File: config.mk
export PLATFORM = sky130hd
export DESIGN_NAME = tl_vec_update_flat
export DESIGN_NICKNAME = d
export VERILOG_FILES = /design/src/rtl/tl_vec_update_pkg.sv /design/src/rtl/tl_vec_update_if.sv /design/src/rtl/tl_sat_mac_dp.sv /design/src/rtl/tl_vec_update.sv /design/src/flat_wrapper.sv
export SDC_FILE = /design/constraint.sdc
export NUM_CORES = 1
export LEC_CHECK = 0
export BUFFER_PORTS_ARGS = -buffer_cell sky130_fd_sc_hd__buf_2
export CORE_MARGIN = 2
export CORE_UTILIZATION = 50
export CTS_CLUSTER_SIZE = 40
export DETAILED_ROUTE_END_ITERATION = 6
export GPL_ROUTABILITY_DRIVEN = 1
export MAX_ROUTING_LAYER = met4
export PLACE_DENSITY = 0.75
export SLEW_MARGIN = 20
export SYNTH_ARGS = -nofsm -noshare
export SYNTH_HDL_FRONTEND = slang
export SYNTH_SLANG_ARGS = --single-unit
File: constraint.sdc
create_clock -name clock -period 10.55 [get_ports clock]
set_input_delay 3.165 -clock clock [delete_from_list [all_inputs] [get_ports clock]]
set_output_delay 3.165 -clock clock [all_outputs]
set_load 0.02 [all_outputs]
File: src/rtl/tl_vec_update_pkg.sv
// Shared TL math package: FSM state encoding, saturation limits, basic operators.
// Latency: pure functions, no state.
// Backpressure: not applicable.
package tl_vec_update_pkg;

  typedef enum logic [2:0] {
    ST_IDLE,
    ST_CLIP,
    ST_RD_Y,
    ST_RD_X,
    ST_WR,
    ST_DONE
  } state_t;

  localparam logic [31:0] MAX_32 = 32'h7FFF_FFFF;
  localparam logic [31:0] MIN_32 = 32'h8000_0000;
  localparam logic [15:0] MAX_16 = 16'h7FFF;
  localparam logic [15:0] MIN_16 = 16'h8000;

  // Clamp a signed 32-bit value into the signed 16-bit range.
  function automatic logic [15:0] sat16(input logic signed [31:0] v);
    if (v > 32'sh0000_7FFF) return MAX_16;
    if (v < 32'shFFFF_8000) return MIN_16;
    return v[15:0];
  endfunction

  // Fractional multiply: (a*b)<<1, with the single overflow case -1 * -1 pinned to MAX_32.
  function automatic logic [31:0] l_mult(input logic [15:0] a, input logic [15:0] b);
    logic signed [31:0] prod;
    if ((a == MIN_16) && (b == MIN_16)) return MAX_32;
    prod = 32'($signed(a)) * 32'($signed(b));
    return prod <<< 1;
  endfunction

  // Saturating arithmetic left shift; 48-bit headroom covers shifts up to 15.
  function automatic logic [31:0] l_shl(input logic [31:0] v, input int unsigned sh);
    logic signed [47:0] ext;
    ext = $signed({{16{v[31]}}, v}) <<< sh;
    if (ext > 48'sh0000_7FFF_FFFF) return MAX_32;
    if (ext < 48'shFFFF_8000_0000) return MIN_32;
    return ext[31:0];
  endfunction

endpackage

File: src/rtl/tl_vec_update_if.sv
// Command, status and scratch-memory signals of the vector update engine.
// Latency: wires only.
// Backpressure: none; the requester waits for done before issuing another start.
interface tl_vec_update_if #(
  parameter int ADDR_W = 12,
  parameter int LEN_W  = 8
);
  logic              start;
  logic              mode;
  logic [ADDR_W-1:0] y_base;
  logic [ADDR_W-1:0] x_base;
  logic [ADDR_W-1:0] out_base;
  logic [LEN_W-1:0]  len;
  logic [15:0]       gain_in;
  logic              clip_req;
  logic [15:0]       gain_clip;
  logic [31:0]       mem_rdata;
  logic [ADDR_W-1:0] mem_raddr;
  logic [ADDR_W-1:0] mem_waddr;
  logic [31:0]       mem_wdata;
  logic              mem_we;
  logic [15:0]       gain_out;
  logic              busy;
  logic              done;

  // Requester side: issues commands and returns memory read data.
  modport master (
    output start, mode, y_base, x_base, out_base, len, gain_in, clip_req, gain_clip, mem_rdata,
    input  mem_raddr, mem_waddr, mem_wdata, mem_we, gain_out, busy, done
  );

  // Engine side.
  modport slave (
    input  start, mode, y_base, x_base, out_base, len, gain_in, clip_req, gain_clip, mem_rdata,
    output mem_raddr, mem_waddr, mem_wdata, mem_we, gain_out, busy, done
  );
endinterface

File: src/rtl/tl_sat_mac_dp.sv
// Combinational datapath: p = L_shl(L_mult(y, gain), SHIFT) and r = sat16(x -/+ hi(p_q)).
// Latency: 0 cycles; the caller registers p between the y and x reads.
// Backpressure: none.
module tl_sat_mac_dp
  import tl_vec_update_pkg::*;
#(
  parameter int SHIFT = 1
) (
  input  logic [15:0] y,
  input  logic [15:0] x,
  input  logic [15:0] gain,
  input  logic        mode,
  input  logic [31:0] p_q,
  output logic [31:0] p,
  output logic [15:0] r
);

  logic signed [16:0] x_ext;
  logic signed [16:0] ph_ext;
  logic signed [16:0] sum;
  logic [15:0]        unused_p_lo;

  assign p      = l_shl(l_mult(y, gain), SHIFT);
  assign x_ext  = {x[15], x};
  assign ph_ext = {p_q[31], p_q[31:16]};
  // 17 bits hold any sum/difference of two 16-bit values exactly before clamping.
  assign sum    = mode ? (x_ext + ph_ext) : (x_ext - ph_ext);
  assign r      = sat16(32'(sum));
  // Only the high half of p feeds the update (extract_h).
  assign unused_p_lo = p_q[15:0];

endmodule

File: src/rtl/tl_vec_update.sv
// Target-vector update out[i] = x[i] -/+ extract_h(L_shl(L_mult(y[i], gain), SHIFT)); TL_VEC_UPDATE_CLIP_EN enables gain clipping.
// Latency: done in cycle 2+3*len after start (start = cycle 0), one element every 3 cycles.
// Backpressure: none; start is ignored while busy, memory must answer reads in exactly 1 cycle.
module tl_vec_update
  import tl_vec_update_pkg::*;
#(
  parameter int ADDR_W = 12,
  parameter int LEN_W  = 8,
  parameter int SHIFT  = 1
) (
  input  logic           clock,
  input  logic           reset,
  tl_vec_update_if.slave bus
);

  typedef struct packed {
    logic              mode;
    logic [ADDR_W-1:0] y_base;
    logic [ADDR_W-1:0] x_base;
    logic [ADDR_W-1:0] out_base;
    logic [LEN_W-1:0]  len;
    logic [15:0]       gain_in;
  } cmd_t;

  state_t           state;
  state_t           state_nxt;
  cmd_t             cmd;
  logic [LEN_W-1:0] idx;
  logic [LEN_W:0]   idx_inc;
  logic             last;
  logic [31:0]      p_q;
  logic [31:0]      p_nxt;
  logic [15:0]      r;
  logic [15:0]      gain_q;
  logic [15:0]      gain_eff;
  logic             unused_rdata_hi;

  assign idx_inc = {1'b0, idx} + {{LEN_W{1'b0}}, 1'b1};
  assign last    = (idx_inc >= {1'b0, cmd.len});
  // Scratch words carry 16-bit samples in the low half.
  assign unused_rdata_hi = ^bus.mem_rdata[31:16];

`ifdef TL_VEC_UPDATE_CLIP_EN
  assign gain_eff = (bus.clip_req && ($signed(cmd.gain_in) > $signed(bus.gain_clip)))
                    ? bus.gain_clip : cmd.gain_in;
`else
  logic unused_clip;
  assign gain_eff    = cmd.gain_in;
  assign unused_clip = bus.clip_req ^ (^bus.gain_clip);
`endif

  // The same read-data bus carries y in RD_X and x in WR.
  tl_sat_mac_dp #(.SHIFT(SHIFT)) u_dp (
    .y    (bus.mem_rdata[15:0]),
    .x    (bus.mem_rdata[15:0]),
    .gain (gain_q),
    .mode (cmd.mode),
    .p_q  (p_q),
    .p    (p_nxt),
    .r    (r)
  );

  // State register.
  always_ff @(posedge clock) begin
    if (reset) state <= ST_IDLE;
    else       state <= state_nxt;
  end

  // Next-state: three cycles per element, CLIP always visited so timing is build-independent.
  always_comb begin
    state_nxt = state;
    unique case (state)
      ST_IDLE: if (bus.start) state_nxt = ST_CLIP;
      ST_CLIP: state_nxt = (cmd.len != '0) ? ST_RD_Y : ST_DONE;
      ST_RD_Y: state_nxt = ST_RD_X;
      ST_RD_X: state_nxt = ST_WR;
      ST_WR:   state_nxt = last ? ST_DONE : ST_RD_Y;
      ST_DONE: state_nxt = ST_IDLE;
      default: state_nxt = ST_IDLE;
    endcase
  end

  // Command latch, element index, registered product and effective gain.
  always_ff @(posedge clock) begin
    if (reset) begin
      cmd    <= '0;
      idx    <= '0;
      p_q    <= '0;
      gain_q <= '0;
    end else begin
      if ((state == ST_IDLE) && bus.start) begin
        cmd <= '{mode: bus.mode, y_base: bus.y_base, x_base: bus.x_base,
                 out_base: bus.out_base, len: bus.len, gain_in: bus.gain_in};
        idx <= '0;
      end
      if (state == ST_CLIP) gain_q <= gain_eff;
      if (state == ST_RD_X) p_q <= p_nxt;
      if (state == ST_WR)   idx <= idx_inc[LEN_W-1:0];
    end
  end

  // Memory strobes and status; forced low while reset is held so no write slips out.
  always_comb begin
    bus.mem_raddr = '0;
    bus.mem_waddr = '0;
    bus.mem_wdata = '0;
    bus.mem_we    = 1'b0;
    bus.busy      = 1'b0;
    bus.done      = 1'b0;
    if (!reset) begin
      bus.busy = (state != ST_IDLE);
      unique case (state)
        ST_RD_Y: bus.mem_raddr = cmd.y_base + ADDR_W'(idx);
        ST_RD_X: bus.mem_raddr = cmd.x_base + ADDR_W'(idx);
        ST_WR: begin
          bus.mem_waddr = cmd.out_base + ADDR_W'(idx);
          bus.mem_wdata = {{16{r[15]}}, r};
          bus.mem_we    = 1'b1;
        end
        ST_DONE: bus.done = 1'b1;
        default: ;
      endcase
    end
  end

  assign bus.gain_out = gain_q;

endmodule

File: src/flat_wrapper.sv
// flat-port wrapper written by rule: the top's interface ports become plain ports
module tl_vec_update_flat import tl_vec_update_pkg::*;
#(
  parameter int ADDR_W = 12,
  parameter int LEN_W  = 8,
  parameter int SHIFT  = 1
)
  (clock, reset, bus_start, bus_mode, bus_y_base, bus_x_base, bus_out_base, bus_len, bus_gain_in, bus_clip_req, bus_gain_clip, bus_mem_rdata, bus_mem_raddr, bus_mem_waddr, bus_mem_wdata, bus_mem_we, bus_gain_out, bus_busy, bus_done);
  tl_vec_update_if #(.ADDR_W(ADDR_W), .LEN_W(LEN_W)) bus_i ();
  input  logic clock;
  input  logic reset;
  input wire logic [$bits(bus_i.start)-1:0] bus_start;
  input wire logic [$bits(bus_i.mode)-1:0] bus_mode;
  input wire logic [$bits(bus_i.y_base)-1:0] bus_y_base;
  input wire logic [$bits(bus_i.x_base)-1:0] bus_x_base;
  input wire logic [$bits(bus_i.out_base)-1:0] bus_out_base;
  input wire logic [$bits(bus_i.len)-1:0] bus_len;
  input wire logic [$bits(bus_i.gain_in)-1:0] bus_gain_in;
  input wire logic [$bits(bus_i.clip_req)-1:0] bus_clip_req;
  input wire logic [$bits(bus_i.gain_clip)-1:0] bus_gain_clip;
  input wire logic [$bits(bus_i.mem_rdata)-1:0] bus_mem_rdata;
  output wire logic [$bits(bus_i.mem_raddr)-1:0] bus_mem_raddr;
  output wire logic [$bits(bus_i.mem_waddr)-1:0] bus_mem_waddr;
  output wire logic [$bits(bus_i.mem_wdata)-1:0] bus_mem_wdata;
  output wire logic [$bits(bus_i.mem_we)-1:0] bus_mem_we;
  output wire logic [$bits(bus_i.gain_out)-1:0] bus_gain_out;
  output wire logic [$bits(bus_i.busy)-1:0] bus_busy;
  output wire logic [$bits(bus_i.done)-1:0] bus_done;
  assign bus_i.start = bus_start;
  assign bus_i.mode = bus_mode;
  assign bus_i.y_base = bus_y_base;
  assign bus_i.x_base = bus_x_base;
  assign bus_i.out_base = bus_out_base;
  assign bus_i.len = bus_len;
  assign bus_i.gain_in = bus_gain_in;
  assign bus_i.clip_req = bus_clip_req;
  assign bus_i.gain_clip = bus_gain_clip;
  assign bus_i.mem_rdata = bus_mem_rdata;
  assign bus_mem_raddr = bus_i.mem_raddr;
  assign bus_mem_waddr = bus_i.mem_waddr;
  assign bus_mem_wdata = bus_i.mem_wdata;
  assign bus_mem_we = bus_i.mem_we;
  assign bus_gain_out = bus_i.gain_out;
  assign bus_busy = bus_i.busy;
  assign bus_done = bus_i.done;
  tl_vec_update #(.ADDR_W(ADDR_W), .LEN_W(LEN_W), .SHIFT(SHIFT)) u_core (.clock(clock), .reset(reset), .bus(bus_i));
endmodule
==> tab_implementation.tex <==
\begin{tabular}{lr}
\hline
Metric & Value \\
\hline
\multicolumn{2}{l}{\textbf{Layout}} \\
\quad Most frequent cells in the layout & 336 x nand2\_1, 319 x inv\_1, 258 x fa\_1 \\
\quad Post-Layout Cell Count & 2398 \\
\quad Most common library cell in the layout ignoring fill and taps & nand2\_1 \\
\quad Final Core Density & a little over half \\
\quad Fraction of final layout cells sized beyond drive strength 1 & about a tenth \\
\quad Number of nets at the end of the flow & between 2k and 2.5k \\
\quad Layout overhead on the synthesized area & 8.06\% \\
\multicolumn{2}{l}{\textbf{Setup path}} \\
\quad Count of cell instances traversed by the critical path & 12 \\
\quad Maximum fanout along the worst path & 19 \\
\quad Crit path DAT & roughly 7 ns \\
\quad CP max stage cell & o31ai\_1 \\
\quad Largest delay contributor family on the critical path & compound AO/OA/AOI/OAI gates \\
\quad Critical Path Source Type & input port \\
\quad CP required & between 7 and 8 ns \\
\quad Critical Path Sink Type & output port \\
\quad CP Buf/Inv Count & 2 \\
\quad Worst setup path category & in2out \\
\quad Longest individual stage delay on the worst path & about 0.56 ns \\
\quad Crit path top cell by count & o21ai\_0 \\
\quad Register-to-Register Path Depth & 20 \\
\quad CP cell instances & buf\_2 > ha\_1 > a21oi\_1 > o211ai\_1 > o2bb2ai\_1 > o21ai\_0 > o21ai\_0 > o21ai\_0 > xor2\_1 > o21ai\_2 > o31ai\_1 > buf\_2 \\
\multicolumn{2}{l}{\textbf{Detailed routing}} \\
\quad Count of unresolved DRC violations after routing & 0 \\
\quad Wire per inst & about 17 um \\
\quad Vias after detailed routing & 13.1k \\
\quad Top routing layer in use & met4 \\
\quad Drt total wl & 39600 um \\
\quad Met2 WL post-DR & around 20000 um \\
\quad Met3 wire length & 2040 um \\
\quad Metal-1 WL & around 16000 um \\
\quad Detailed-route vias per instance & 5.46 \\
\quad Number of DRC markers after the initial detailed-route iteration & around 800 \\
\quad Final antenna-violating net count & 0 \\
\quad Pre-antenna DRT Iters & 7 \\
\multicolumn{2}{l}{\textbf{Placed design}} \\
\quad Port buffer count & roughly 150 \\
\quad Placed wire-length estimate after detailed placement & about 31000 um \\
\quad Placer congestion estimate & roughly 0.88 \\
\quad Number of placed instances with taps included & approximately 2.4k \\
\multicolumn{2}{l}{\textbf{Power and ir drop}} \\
\quad P\_leak & approximately 0.0086 uW \\
\quad Power after layout & roughly 2500 uW \\
\quad Internal power & 1250 uW \\
\quad Portion of total power attributed to combinational logic & a little under two thirds \\
\quad Worst voltage drop across the vdd grid & 165 uV \\
\quad Switching power as a share of total power & between 40 and 50\% \\
\quad Sequential power share & 21.9\% \\
\quad Proportion of power drawn by the clock network & between 10\% and 20\% \\
\quad Power per cell area & between 100 and 150 nW/um2 \\
\quad Switching component of the power & roughly 1200 uW \\
\multicolumn{2}{l}{\textbf{Floorplanning}} \\
\quad Die Footprint & 33100 um2 \\
\quad Number of top-level design ports & 188 \\
\quad Die height & approximately 180 um \\
\quad Core Footprint & 31400 um2 \\
\quad Horizontal die dimension & roughly 180 um \\
\quad Initial core utilization & between 50 and 60\% \\
\quad Floorplan row count & 65 \\
\multicolumn{2}{l}{\textbf{Synth}} \\
\quad Yosys warning total & 0 \\
\quad EDFF count, synth & 0 \\
\quad Top cells by area in the synthesized netlist & fa\_1 33\%, dfxtp\_1 13\%, ha\_1 9.4\% \\
\quad Primary flip-flop cell chosen by synthesis mapping & dfxtp\_1 \\
\quad Yosys top cell by area & fa\_1 \\
\quad Flip-flop and latch count after synthesis & about 100 \\
\quad Mapped cell area & between 15000 and 20000 um2 \\
\quad Number of instances in the synthesized netlist & roughly 1.9k \\
\quad Net Count, Synth & around 2.4k \\
\quad FFs w/ async S/R, synth & 0\% \\
\quad Cell variety after synth & 65 \\
\quad Top-area cell type share of the netlist area & 32.6\% \\
\quad Part of the Yosys area used for sequential elements & 13.2\% \\
\quad Synthesized area per cell & about 8.3 um2 \\
\multicolumn{2}{l}{\textbf{CTS}} \\
\quad Worst skew pair latency & between 0.3 and 0.4 ns \\
\quad Master cell of the clock root buffer & clkbuf\_16 \\
\quad Worst-path clk slew & $\sim$0.07 ns \\
\quad Hold buffer count at CTS & 0 \\
\quad Number of gates resized after CTS & 0 \\
\quad Number of buffers between clock root and the deepest sink & 2 \\
\quad TritonCTS clock tree & done \\
\quad Clock buffer count from CTS & 9 \\
\quad Clock net sink count & 104 \\
\quad Buffer count from post-CTS setup fixing & 0 \\
\quad Total number of H-tree levels & 3 \\
\multicolumn{2}{l}{\textbf{Global routing}} \\
\quad GRT Residual Overflow & 0 \\
\quad Antenna violations before repair & 2 \\
\quad Total global-route track usage & between 20\% and 30\% \\
\quad Global-route wire length before repair & 66300 um \\
\quad Via count of the first global-routing pass & 13.6k \\
\quad Maximum number of pins on one net before global-route repair & 92 \\
\multicolumn{2}{l}{\textbf{Timing}} \\
\quad Setup TNS Final & 0 ns \\
\quad Hold Violations, Final & 0 \\
\quad Number of pins with negative max-slew slack in the final report & 0 \\
\quad Final setup vio count & 0 \\
\quad Setup repair after global routing missed its margin & false \\
\quad Max frequency & around 100 MHz \\
\quad Final clock period utilization by the worst path & between 90\% and 100\% \\
\quad Time the worst path needs with I/O delays and setup & between 9 and 10 ns \\
\quad Final hold slack & between 0.4 and 0.5 ns \\
\quad Relative slew slack & 30.8\% \\
\quad Worst Skew & $\sim$0.012 ns \\
\quad Worst-Margin Slew & about 1.0 ns \\
\multicolumn{2}{l}{\textbf{Run}} \\
\quad Number of max-capacitance violations reported & 0 \\
\multicolumn{2}{l}{\textbf{Worst hold path}} \\
\quad Type of the tightest min-delay check & reg2reg \\
\quad Hold path cells & 2 \\
\multicolumn{2}{l}{\textbf{Run status}} \\
\quad Status & complete, no violations \\
\hline
\end{tabular}
## worst reg2reg max path: stages (launching register included)
cell,delay [ns]
dfxtp_1,0.96
nand2_1,0.22
inv_1,0.13
fa_1,0.46
inv_1,0.12
fa_1,0.39
inv_1,0.32
fa_1,0.53
fa_1,0.48
fa_1,0.53
fa_1,0.41
ha_1,0.37
a21oi_1,0.27
o21ai_0,0.22
a2111oi_0,0.48
o21a_1,0.28
or2_2,0.14
o311ai_1,0.16
a21oi_2,0.58
a21o_1,0.20
a21oi_1,0.06
## Yosys cell counts (2+ instances only)
master    count
nand4_1       6
inv_1       319
dfxtp_1     104
or3_1         5
fa_1        258
ha_1        119
o21bai_1      4
o21ai_0      46
nor4_1       13
and2_1      110
nor3b_2       2
nand3_1      15
mux2_2       10
xor2_1       38
a31oi_1       7
buf_1         2
a21oi_1     146
a21o_1       28
clkbuf_2      2
clkbuf_1     78
o211ai_1      2
nor2_1       77
nand2_1     337
o21ai_1       7
o22ai_1       2
nor3_1       16
a21boi_0      4
a211oi_1      6
xnor2_1      36
mux2i_1       4
buf_2         5
nand2b_1     14
o31ai_1       4
nor4b_1       2
nor2b_1      11
buf_4        16
o21a_1        9
o21ai_2       2
a221oi_1      8
nor3b_1       6
and3_1        7
a22oi_1       2
## worst paths after layout
path / startpoint / end / slack, ns
worst max-delay path: bus_mem_rdata[1] / bus_mem_wdata[9] / 0.57
worst min register to register: u_core.cmd[41] / u_core.cmd[41] / 0.45
worst min-delay path: u_core.cmd[41] / u_core.cmd[41] / 0.45
worst max register to register: u_core.bus.gain_out[2] / u_core.p_q[16] / 3.06
## registers in the layout (all words and copies together), names as in the netlist
name,count
u_core.bus.gain_out,16
u_core.cmd,45
u_core.gain_eff,16
u_core.idx,8
u_core.p_q,16
u_core.state,3
## power groups by stage
stage / Sequential (uW) / Clock (uW) / Combinational [uW]
after detailed placement: 554 / 0 / 1580
after floorplan: 509 / 0 / 1250
after CTS: 545 / 358 / 1590
after global placement: 550 / 0 / 1530
final: 547 / 354 / 1590
after global routing: 557 / 373 / 1820
## stage by stage
step / worst slack (ns) / cell area, um2
after floorplan: 1.14 / 15800
after global placement: 0.434 / 16800
after detailed placement: 0.311 / 16800
after CTS: 0.603 / 17100
after global routing: 0.177 / 17100
final: 0.570 / 17100
## cells by family after synthesis
logic type | share of synthesized area, %
AOI/OAI and AO/OA | 10.9
xor gates and xnor gates | 4.10
adders and majority gates | 42.1
buffers and inverters | 10.5
DFF | 13.2
muxes | 0.965
and+or+nand+nor | 18.3
## layout make-up
cell class	count	area [um2]
Antenna cell	1	2.50
Clock buffer	9	225
Clock inverter	7	96.3
Fill cell	2924	14300
Inverter	319	1200
Multi-Input combinational cell	1385	12100
Sequential cell	104	2080
Tap cell	402	503
Timing Repair Buffer	171	901
## metal layers
layer / vias up / global-route usage (%)
li1: 6107 / -
met1: 6512 / 31.6
met2: 371 / 44.6
met3: 92 / 2.13
met4: 0 / 8.03
met5: - / -
Power figures use the tool's default switching activity.
